File: config.mk
export PLATFORM = sky130hd
export DESIGN_NAME = pipe_hazard_ctrl
export DESIGN_NICKNAME = d
export VERILOG_FILES = /design/src/rtl/pipe_hazard_ctrl.sv
export SDC_FILE = /design/constraint.sdc
export NUM_CORES = 1
export LEC_CHECK = 0
export BUFFER_PORTS_ARGS = -buffer_cell sky130_fd_sc_hd__buf_2
export CAP_MARGIN = 20
export CORE_ASPECT_RATIO = 1.25
export CORE_UTILIZATION = 25
export CTS_CLUSTER_DIAMETER = 150
export DETAILED_ROUTE_END_ITERATION = 10
export SETUP_SLACK_MARGIN = 0.02
export SYNTH_ARGS = -nofsm -noshare
export SYNTH_HDL_FRONTEND = slang
export SYNTH_SLANG_ARGS = --single-unit
File: constraint.sdc
create_clock -name clk -period 2.89 [get_ports clk]
set_input_delay 0.578 -clock clk [delete_from_list [all_inputs] [get_ports clk]]
set_output_delay 0.578 -clock clk [all_outputs]
set_load 0.05 [all_outputs]
File: src/rtl/pipe_hazard_ctrl.sv
// RV32I pipeline interlock: tracks in-flight destinations, forwards or stalls on RAW hazards,
// flushes ID on taken jumps, and sequences fence.i (drain + I-side invalidate) and wfi sleep.
module pipe_hazard_ctrl #(
    parameter int unsigned DRAIN_CYCLES = 3,
    parameter bit          FWD_EN       = 1'b1
) (
    input  logic       clk,
    input  logic       rst_n,
    input  logic       id_valid,
    input  logic [4:0] inst_rs1,
    input  logic [4:0] inst_rs2,
    input  logic       rs1_used,
    input  logic       rs2_used,
    input  logic       id_wbk,
    input  logic [4:0] id_rd,
    input  logic       id_is_ld,
    input  logic       id_fencei,
    input  logic       id_wfi,
    input  logic       ex_jmp_taken,
    input  logic       irq_pend,
    input  logic       fencei_ack,
    output logic       stall_ld,
    output logic       flush_id,
    output logic [1:0] fwd_rs1_sel,
    output logic [1:0] fwd_rs2_sel,
    output logic       fencei_req,
    output logic       sleeping
);

    typedef enum logic [1:0] {
        RUN   = 2'd0,
        DRAIN = 2'd1,
        FLUSH = 2'd2,
        SLEEP = 2'd3
    } state_e;

    localparam logic [2:0] DRAIN_LOAD = 3'(DRAIN_CYCLES);

    state_e     state_q, state_d;
    logic [2:0] cnt_q, cnt_d;
    logic       resume_q, resume_d;

    // Only the EX entry needs the load flag: load-use is resolved the moment the load leaves EX.
    logic       ex_v_q, ex_v_d;
    logic       ex_wbk_q, ex_wbk_d;
    logic [4:0] ex_rd_q, ex_rd_d;
    logic       ex_ld_q, ex_ld_d;
    logic       ma_v_q, ma_wbk_q;
    logic [4:0] ma_rd_q;
    logic       wb_v_q, wb_wbk_q;
    logic [4:0] wb_rd_q;

    function automatic logic hit(input logic v, input logic wbk, input logic [4:0] rd,
                                 input logic [4:0] rs, input logic used);
        return v & wbk & (rd != 5'd0) & (rd == rs) & used;
    endfunction

    function automatic logic [1:0] fwdSel(input logic hitEx, input logic hitMa, input logic hitWb);
        if (hitEx) return 2'd1;
        if (hitMa) return 2'd2;
        if (hitWb) return 2'd3;
        return 2'd0;
    endfunction

    logic ex_hit1, ma_hit1, wb_hit1;
    logic ex_hit2, ma_hit2, wb_hit2;
    logic raw_any, ld_use, raw_stall;
    logic issue_ok, start_fencei, start_wfi;

    assign ex_hit1 = hit(ex_v_q, ex_wbk_q, ex_rd_q, inst_rs1, rs1_used);
    assign ma_hit1 = hit(ma_v_q, ma_wbk_q, ma_rd_q, inst_rs1, rs1_used);
    assign wb_hit1 = hit(wb_v_q, wb_wbk_q, wb_rd_q, inst_rs1, rs1_used);
    assign ex_hit2 = hit(ex_v_q, ex_wbk_q, ex_rd_q, inst_rs2, rs2_used);
    assign ma_hit2 = hit(ma_v_q, ma_wbk_q, ma_rd_q, inst_rs2, rs2_used);
    assign wb_hit2 = hit(wb_v_q, wb_wbk_q, wb_rd_q, inst_rs2, rs2_used);

    assign raw_any   = id_valid & (ex_hit1 | ma_hit1 | wb_hit1 | ex_hit2 | ma_hit2 | wb_hit2);
    assign ld_use    = id_valid & ex_ld_q & (ex_hit1 | ex_hit2);
    assign raw_stall = FWD_EN ? ld_use : raw_any;

    // A taken jump kills the ID instruction, so holding it would be pointless.
    assign flush_id    = ex_jmp_taken;
    assign stall_ld    = (raw_stall | (state_q != RUN)) & ~flush_id;
    assign fwd_rs1_sel = FWD_EN ? fwdSel(ex_hit1, ma_hit1, wb_hit1) : 2'd0;
    assign fwd_rs2_sel = FWD_EN ? fwdSel(ex_hit2, ma_hit2, wb_hit2) : 2'd0;
    assign fencei_req  = (state_q == FLUSH);
    assign sleeping    = (state_q == SLEEP);

    // resume_q marks the first RUN cycle after a sequence, when the same fence.i/wfi is still
    // in ID and must pass into EX instead of restarting the sequence.
    assign issue_ok     = (state_q == RUN) & id_valid & ~flush_id & ~stall_ld & ~resume_q;
    assign start_fencei = issue_ok & id_fencei;
    assign start_wfi    = issue_ok & id_wfi & ~id_fencei;

    always_comb begin
        ex_v_d   = id_valid & ~stall_ld & ~flush_id & (state_q == RUN) & ~start_fencei & ~start_wfi;
        ex_wbk_d = id_wbk;
        ex_rd_d  = id_rd;
        ex_ld_d  = id_is_ld;
    end

    always_comb begin
        state_d  = state_q;
        cnt_d    = cnt_q;
        resume_d = 1'b0;
        case (state_q)
            RUN: begin
                if (start_fencei) begin
                    state_d = DRAIN;
                    cnt_d   = DRAIN_LOAD;
                end else if (start_wfi) begin
                    state_d = SLEEP;
                end
            end
            DRAIN: begin
                cnt_d = cnt_q - 3'd1;
                if (cnt_q <= 3'd1) begin
                    state_d = FLUSH;
                end
            end
            FLUSH: begin
                if (fencei_ack) begin
                    state_d  = RUN;
                    resume_d = 1'b1;
                end
            end
            SLEEP: begin
                if (irq_pend) begin
                    state_d  = RUN;
                    resume_d = 1'b1;
                end
            end
            default: state_d = RUN;
        endcase
    end

    always_ff @(posedge clk or negedge rst_n) begin
        if (!rst_n) begin
            state_q  <= RUN;
            cnt_q    <= 3'd0;
            resume_q <= 1'b0;
        end else begin
            state_q  <= state_d;
            cnt_q    <= cnt_d;
            resume_q <= resume_d;
        end
    end

    always_ff @(posedge clk or negedge rst_n) begin
        if (!rst_n) begin
            ex_v_q   <= 1'b0;
            ex_wbk_q <= 1'b0;
            ex_rd_q  <= 5'd0;
            ex_ld_q  <= 1'b0;
            ma_v_q   <= 1'b0;
            ma_wbk_q <= 1'b0;
            ma_rd_q  <= 5'd0;
            wb_v_q   <= 1'b0;
            wb_wbk_q <= 1'b0;
            wb_rd_q  <= 5'd0;
        end else begin
            ex_v_q   <= ex_v_d;
            ex_wbk_q <= ex_wbk_d;
            ex_rd_q  <= ex_rd_d;
            ex_ld_q  <= ex_ld_d;
            ma_v_q   <= ex_v_q;
            ma_wbk_q <= ex_wbk_q;
            ma_rd_q  <= ex_rd_q;
            wb_v_q   <= ma_v_q;
            wb_wbk_q <= ma_wbk_q;
            wb_rd_q  <= ma_rd_q;
        end
    end

endmodule

==> flow_metrics.py, run 1 <==
metrics = {
    "run_status": {
        "outcome": "complete, no violations",
    },
    "timing": {
        "slew_headroom_pct": 59.3,
        "skew_ps": 0.741,
        "hold_viol": 0,
        "setup_viol": 0,
        "max_freq_mhz": 365,
        "tns_ps": 0,
        "drv_slew": 0,
        "min_period_ps": 2740,
        "rsz0062_at_grt": "no",
        "finalCritPeriodShare_pct": 94.9,
        "worstMarginPinSlew_ps": 610,
    },
    "floorplanning": {
        "placementRows": 30,
        "io_pins": 35,
        "start_util_pct": 26.2,
        "fp.dieW_um": 69.5,
        "die_h_um": 86.4,
        "dieArea_mm2": 0.00601,
        "core_area_mm2": 0.00544,
    },
    "synth": {
        "seq_area_frac_synth_pct": 49.2,
        "ys_warn_count": 0,
        "synth_ff_type": "dfrtp_1",
        "syn_area_mm2": 0.00143,
        "synth.ff_latch_count": 28,
        "async_flop_share_pct": 100,
        "synthesis.nets": 156,
        "synthTopCellsByCount": "dfrtp_1 (28), xnor2_1 (23), xor2_1 (8), nand2_1 (7), nor2b_1 (6)",
        "synth_edf_count": 0,
        "avgSynthCellArea_um2": 11.2,
        "syn_inst": 127,
        "yosysTopAreaCellShare_pct": 49.2,
        "yosysMostFrequentCell": "dfrtp_1",
        "ys_types": 33,
        "yosysTopAreaCell": "dfrtp_1",
        "synth.area.top_cells": "dfrtp_1 (49%), xnor2_1 (14%), xor2_1 (4.9%), nor2b_1 (2.6%), o41ai_1 (2.5%)",
    },
    "power_and_ir_drop": {
        "power_switching_uw": 350,
        "vdd_drop_max_uv": 315,
        "swShare_pct": 31.5,
        "p_seq_share_pct": 46.0,
        "power_frac_comb_pct": 26.9,
        "cellInternalPower_uw": 761,
        "p_per_area_mw_per_mm2": 621,
        "power_frac_clock_pct": 27.2,
        "power_leakage_nw": 0.786,
    },
    "grt": {
        "antenna_found_initial": 0,
        "use_met3_pct": 2.21,
        "grt_pass1_vias": 1088,
        "grt_max_degree": 29,
        "grt_overflow": 0,
        "grtUsageMet2_pct": 17.9,
        "grt.met1_usage_pct": 12.6,
        "grt_util_all_layers_pct": 10.4,
        "top_usage_layer": "met2",
        "grt_first_pass_wirelength_um": 5020,
    },
    "detailed_routing": {
        "via_per_inst": 4.71,
        "drtIter0Drc": 20,
        "drc": 0,
        "wire_per_inst_um": 13.1,
        "drt_wl_total_um": 3010,
        "drtAntennaViolNets": 0,
        "firstDrtPassIters": 4,
        "via_count": 1084,
    },
    "placement": {
        "numPortBuffers": 34,
        "dp_hpwl_um": 2410,
        "routabilityCongestion": 0.835,
    },
    "setup_path": {
        "end_kind": "primary output",
        "ff2ff_path_depth": 4,
        "crit_slowest_cell": "or4_1",
        "r2r-start": "ex_rd_q[0]",
        "crit_fanout": 4,
        "endpoint": "fwd_rs2_sel[0]",
        "crit_start": "ma_rd_q[1]",
        "r2r_setup_slack_ps": 1030,
        "path_class": "flop to primary output",
        "crit_chain": "or4_1, o211ai_1, nor3_2, o41ai_2, buf_4",
        "critPathArrivalTime_ps": 2170,
        "cp.required_ps": 2310,
        "cp_top_family": "simple AND/OR/NAND/NOR gates",
        "worstSetupStartpointType": "flop",
        "r2r_end": "cnt_q[2]",
        "path_depth": 5,
        "slowest_delay_ps": 520,
        "path_buf_inv": 1,
    },
    "final_layout": {
        "drive_above_1_share_pct": 29.5,
        "regArea_um2": 701,
        "nFillCells": 559,
        "multi_input_area_um2": 723,
        "n_antenna_cell": 0,
        "syn_to_final_growth_pct": 25.7,
        "fin_nets": 196,
        "fin_util_pct": 32.9,
    },
    "cts": {
        "clock_sinks": 28,
        "cts_tree": "done",
        "insertion_delay_ps": 270,
        "clkTransAtPathRegs_ps": 90,
        "cts_buffers": 3,
        "clockBufferDepth": 2,
        "htree_levels": 1,
        "clockRootBuffer": "clkbuf_8",
    },
    "worst_hold_path": {
        "hold_path_class": "primary input to asynchronous set/reset pin",
    },
    "run": {
        "cap_viol_max_count": 0,
    },
}
[final cells by class]
class | count | area share [%]
well taps | 64 | 4.47
clock buffers | 3 | 2.30
inverters | 3 | 0.628
clock inverters | 1 | 1.68
flip-flops and latches | 28 | 39.1
repair buffers | 38 | 11.5
multi-input cells | 93 | 40.4
[power groups by stage]
| stage | logic (mW) | registers [mW] | clock network (mW) |
|---|---|---|---|
| global route | 0.334 | 0.522 | 0.328 |
| detailed placement | 0.295 | 0.520 | 0 |
| floorplan | 0.241 | 0.486 | 0 |
| CTS | 0.296 | 0.512 | 0.310 |
| global placement | 0.293 | 0.520 | 0 |
| finish | 0.299 | 0.511 | 0.302 |
[worst min-delay path by stage]
stage | from | slack (ps) | end | depth (start not counted)
3_3_place_gp | ma_v_q | 380 | wb_v_q | 0
3_5_place_dp | ma_v_q | 380 | wb_v_q | 0
4_1_cts | rst_n | 330 | ex_rd_q[3] | 1
6_report | rst_n | 310 | ma_rd_q[3] | 1
5_1_grt | rst_n | 350 | ex_rd_q[3] | 1
2_1_floorplan | rst_n | 280 | cnt_q[0] | 0
[state kept, by name, indices dropped and copies added, names as in the netlist, 2 cells and up]
signal and cells:
cnt_q 3, ex_rd_q 5, ma_rd_q 5, state_q 2
wb_rd_q 5
[per-layer routing]
layer,share of wire (%),vias up
met4,3.1,0
met5,0,-
met2,49,33
li1,-,526
met1,43,517
met3,4.5,8
[placed cells by master (no fill, tap or decap), types with 2 or more instances in the layout]
| master | n |
|---|---|
| o41ai_2 | 2 |
| o21ai_0 | 5 |
| nand4_1 | 4 |
| ha_1 | 2 |
| dfrtp_1 | 28 |
| or4_1 | 2 |
| xnor2_1 | 23 |
| a21oi_1 | 2 |
| o41ai_1 | 2 |
| inv_1 | 3 |
| nor2_1 | 4 |
| clkbuf_8 | 3 |
| buf_2 | 32 |
| and3_1 | 2 |
| xor2_1 | 8 |
| nor4_1 | 2 |
| nand2_1 | 7 |
| mux2i_1 | 2 |
| nor3_1 | 2 |
| o21a_1 | 2 |
| nor2b_1 | 6 |
| nor3_2 | 2 |
| buf_4 | 6 |
| o211ai_1 | 2 |
[through the flow]
stage	power [mW]	setup slack [ps]	hold WS [ps]	instance area, um2	cells
detailed placement	0.815	277	378	1680	222
global route	1.18	32.1	354	1790	230
floorplan	0.727	48.1	282	1440	127
finish	1.11	147	307	1790	230
CTS	1.12	74.3	327	1750	226
global placement	0.813	274	376	1680	222
[cell families (layout without fill, tap and decap cells)]
group           Yosys count  in the layout  share of synthesized area, %
mux                       2              2                          1.40
simple gates             37             37                          14.6
buf+inv                   6             45                          1.84
compound gates           21             21                          12.2
xor+xnor                 31             31                          19.1
flops                    28             28                          49.2
fa+ha+maj                 2              2                          1.76
[timing repair]
action,4_1_cts,5_1_grt
hold buffers,0,0
endpoints found under the setup margin,0,2
resized for setup,0,6
setup buffers,0,4
(Power assumes the default switching activity.)
==> inputs of run 2 (changes only) <==
--- a/config.mk
+++ b/config.mk
@@ -7,11 +7,12 @@
 export LEC_CHECK = 0
 export BUFFER_PORTS_ARGS = -buffer_cell sky130_fd_sc_hd__buf_2
 export CAP_MARGIN = 20
-export CORE_ASPECT_RATIO = 1.25
+export CORE_ASPECT_RATIO = 2
 export CORE_UTILIZATION = 25
 export CTS_CLUSTER_DIAMETER = 150
 export DETAILED_ROUTE_END_ITERATION = 10
 export SETUP_SLACK_MARGIN = 0.02
+export SKIP_CTS_REPAIR_TIMING = 1
 export SYNTH_ARGS = -nofsm -noshare
 export SYNTH_HDL_FRONTEND = slang
 export SYNTH_SLANG_ARGS = --single-unit
==> constraint.sdc (replaced) <==
create_clock -name clk -period 2.4 [get_ports clk]
set_input_delay 0.48 -clock clk [delete_from_list [all_inputs] [get_ports clk]]
set_output_delay 0.48 -clock clk [all_outputs]
set_load 0.05 [all_outputs]
==> flow_metrics.py, run 2 (synthesis gave the netlist of run 1 again) <==
metrics = {
    "run_status": {
        "outcome": "finished with violations",
        "violations": "setup timing",
    },
    "cts": {
        "clkTransAtPathRegs_ps": 90,
        "cts_buffers": 3,
        "cts_tree": "done",
        "htree_levels": 1,
        "insertion_delay_ps": 260,
        "clock_sinks": 28,
        "clockRootBuffer": "clkbuf_8",
        "clockBufferDepth": 2,
    },
    "grt": {
        "grt_max_degree": 29,
        "grt_overflow": 0,
        "grt_util_all_layers_pct": 11.5,
        "grt_first_pass_wirelength_um": 5340,
        "antenna_found_initial": 0,
        "grt_pass1_vias": 1139,
    },
    "power_and_ir_drop": {
        "power_switching_uw": 421,
        "power_frac_clock_pct": 19.5,
        "cellInternalPower_uw": 823,
        "p_seq_share_pct": 49.2,
        "power_frac_comb_pct": 31.3,
        "p_per_area_mw_per_mm2": 661,
        "vdd_drop_max_uv": 414,
        "swShare_pct": 33.8,
        "power_leakage_nw": 0.875,
    },
    "final_layout": {
        "fin_util_pct": 34.4,
        "fin_nets": 202,
        "design_area_mm2": 0.00188,
        "final_cell_mix": "buf_2 (29), dfrtp_1 (25), xnor2_1 (23)",
        "syn_to_final_growth_pct": 32.0,
        "layout_commonest_cell": "buf_2",
        "final_cells": 231,
        "nFillCells": 549,
        "n_antenna_cell": 0,
        "drive_above_1_share_pct": 36.3,
        "reg_top3": "ex_rd_q (5), ma_rd_q (5), wb_rd_q (5)",
    },
    "setup_path": {
        "r2r-start": "ex_rd_q[0]",
        "critPathArrivalTime_ps": 2050,
        "path_class": "flop to primary output",
        "endpoint": "fwd_rs1_sel[0]",
        "cp.required_ps": 1920,
        "crit_fanout": 2,
        "r2r_setup_slack_ps": 430,
        "end_kind": "primary output",
        "worstSetupStartpointType": "flop",
        "r2r_end": "cnt_q[2]",
        "crit_start": "ma_rd_q[1]",
        "ff2ff_path_depth": 5,
    },
    "timing": {
        "drv_slew": 0,
        "min_period_ps": 2530,
        "tns_ps": -340,
        "rsz0062_at_grt": "yes",
        "setup_viol": 4,
        "max_freq_mhz": 396,
        "slew_headroom_pct": 58.8,
        "hold_viol": 0,
        "worstMarginPinSlew_ps": 618,
        "skew_ps": 1.52,
        "finalCritPeriodShare_pct": 105,
        "setup_slack_ps": -128,
    },
    "detailed_routing": {
        "via_per_inst": 4.64,
        "drtIter0Drc": 20,
        "firstDrtPassIters": 2,
        "drtAntennaViolNets": 0,
        "drc": 0,
        "maxUsedRoutingLayer": "met4",
        "via_count": 1072,
        "wire_per_inst_um": 14.0,
        "m1WireLength_um": 1130,
        "drt_wl_total_um": 3230,
        "wl_met3_um": 104,
        "route.met2.wl_um": 1940,
    },
    "placement": {
        "numPortBuffers": 34,
        "routabilityCongestion": 0.758,
        "dp_cells": 224,
        "dp_hpwl_um": 2670,
        "placed_cell_area_mm2": 0.00174,
    },
    "floorplanning": {
        "core_area_mm2": 0.00547,
        "die_h_um": 109,
        "fp.dieW_um": 55.4,
        "dieArea_mm2": 0.00602,
        "placementRows": 38,
        "start_util_pct": 26.1,
        "io_pins": 35,
    },
    "worst_hold_path": {
        "hold_path_class": "primary input to asynchronous set/reset pin",
    },
    "run": {
        "cap_viol_max_count": 0,
    },
}
## run 2: worst max-delay path, cell delays in order, from the launching register on
cell and delay (ps):
dfrtp_1 380, or4_4 540, o211ai_1 310, nor3_2 110, o41ai_4 230, buf_6 200
## run 2: how the worst min path moves through the flow
stage / slack, ps / cells past startpoint / to
after CTS: 240 / 1 / cnt_q[2]
final: 220 / 1 / cnt_q[2]
after global placement: 370 / 0 / wb_v_q
after global routing: 270 / 1 / cnt_q[2]
after detailed placement: 370 / 0 / wb_wbk_q
after floorplan: 180 / 0 / cnt_q[0]
## run 2: layout make-up
cell class	instances	area [um2]	share of cell area (%)
repair buffers	44	277	14.7
clock buffers	3	41.3	2.19
well taps	60	75.1	3.99
inverters	3	11.3	0.598
multi-input cells	93	773	41.1
flip-flops and latches	28	704	37.4
## run 2: power groups by stage
stage / Clock, mW / Sequential (mW) / Combinational (mW)
2_1_floorplan: 0 / 0.585 / 0.292
3_3_place_gp: 0 / 0.619 / 0.368
3_5_place_dp: 0 / 0.622 / 0.373
4_1_cts: 0.258 / 0.613 / 0.377
5_1_grt: 0.270 / 0.625 / 0.432
6_report: 0.242 / 0.612 / 0.389
## run 2: per-stage QoR
| step | hold WS, ps | worst slack, ps | power [mW] |
|---|---|---|---|
| global placement | 372 | 26.8 | 0.987 |
| floorplan | 184 | 78.5 | 0.878 |
| detailed placement | 371 | 47.0 | 0.996 |
| finish | 222 | -128 | 1.24 |
| CTS | 238 | -255 | 1.25 |
| global route | 267 | -239 | 1.33 |
## run 2: per-layer routing
metal	GRT usage, %	vias to the layer above
met5	0	-
li1	-	533
met3	1.30	4
met1	11.2	504
met2	24.1	31
met4	3.75	0
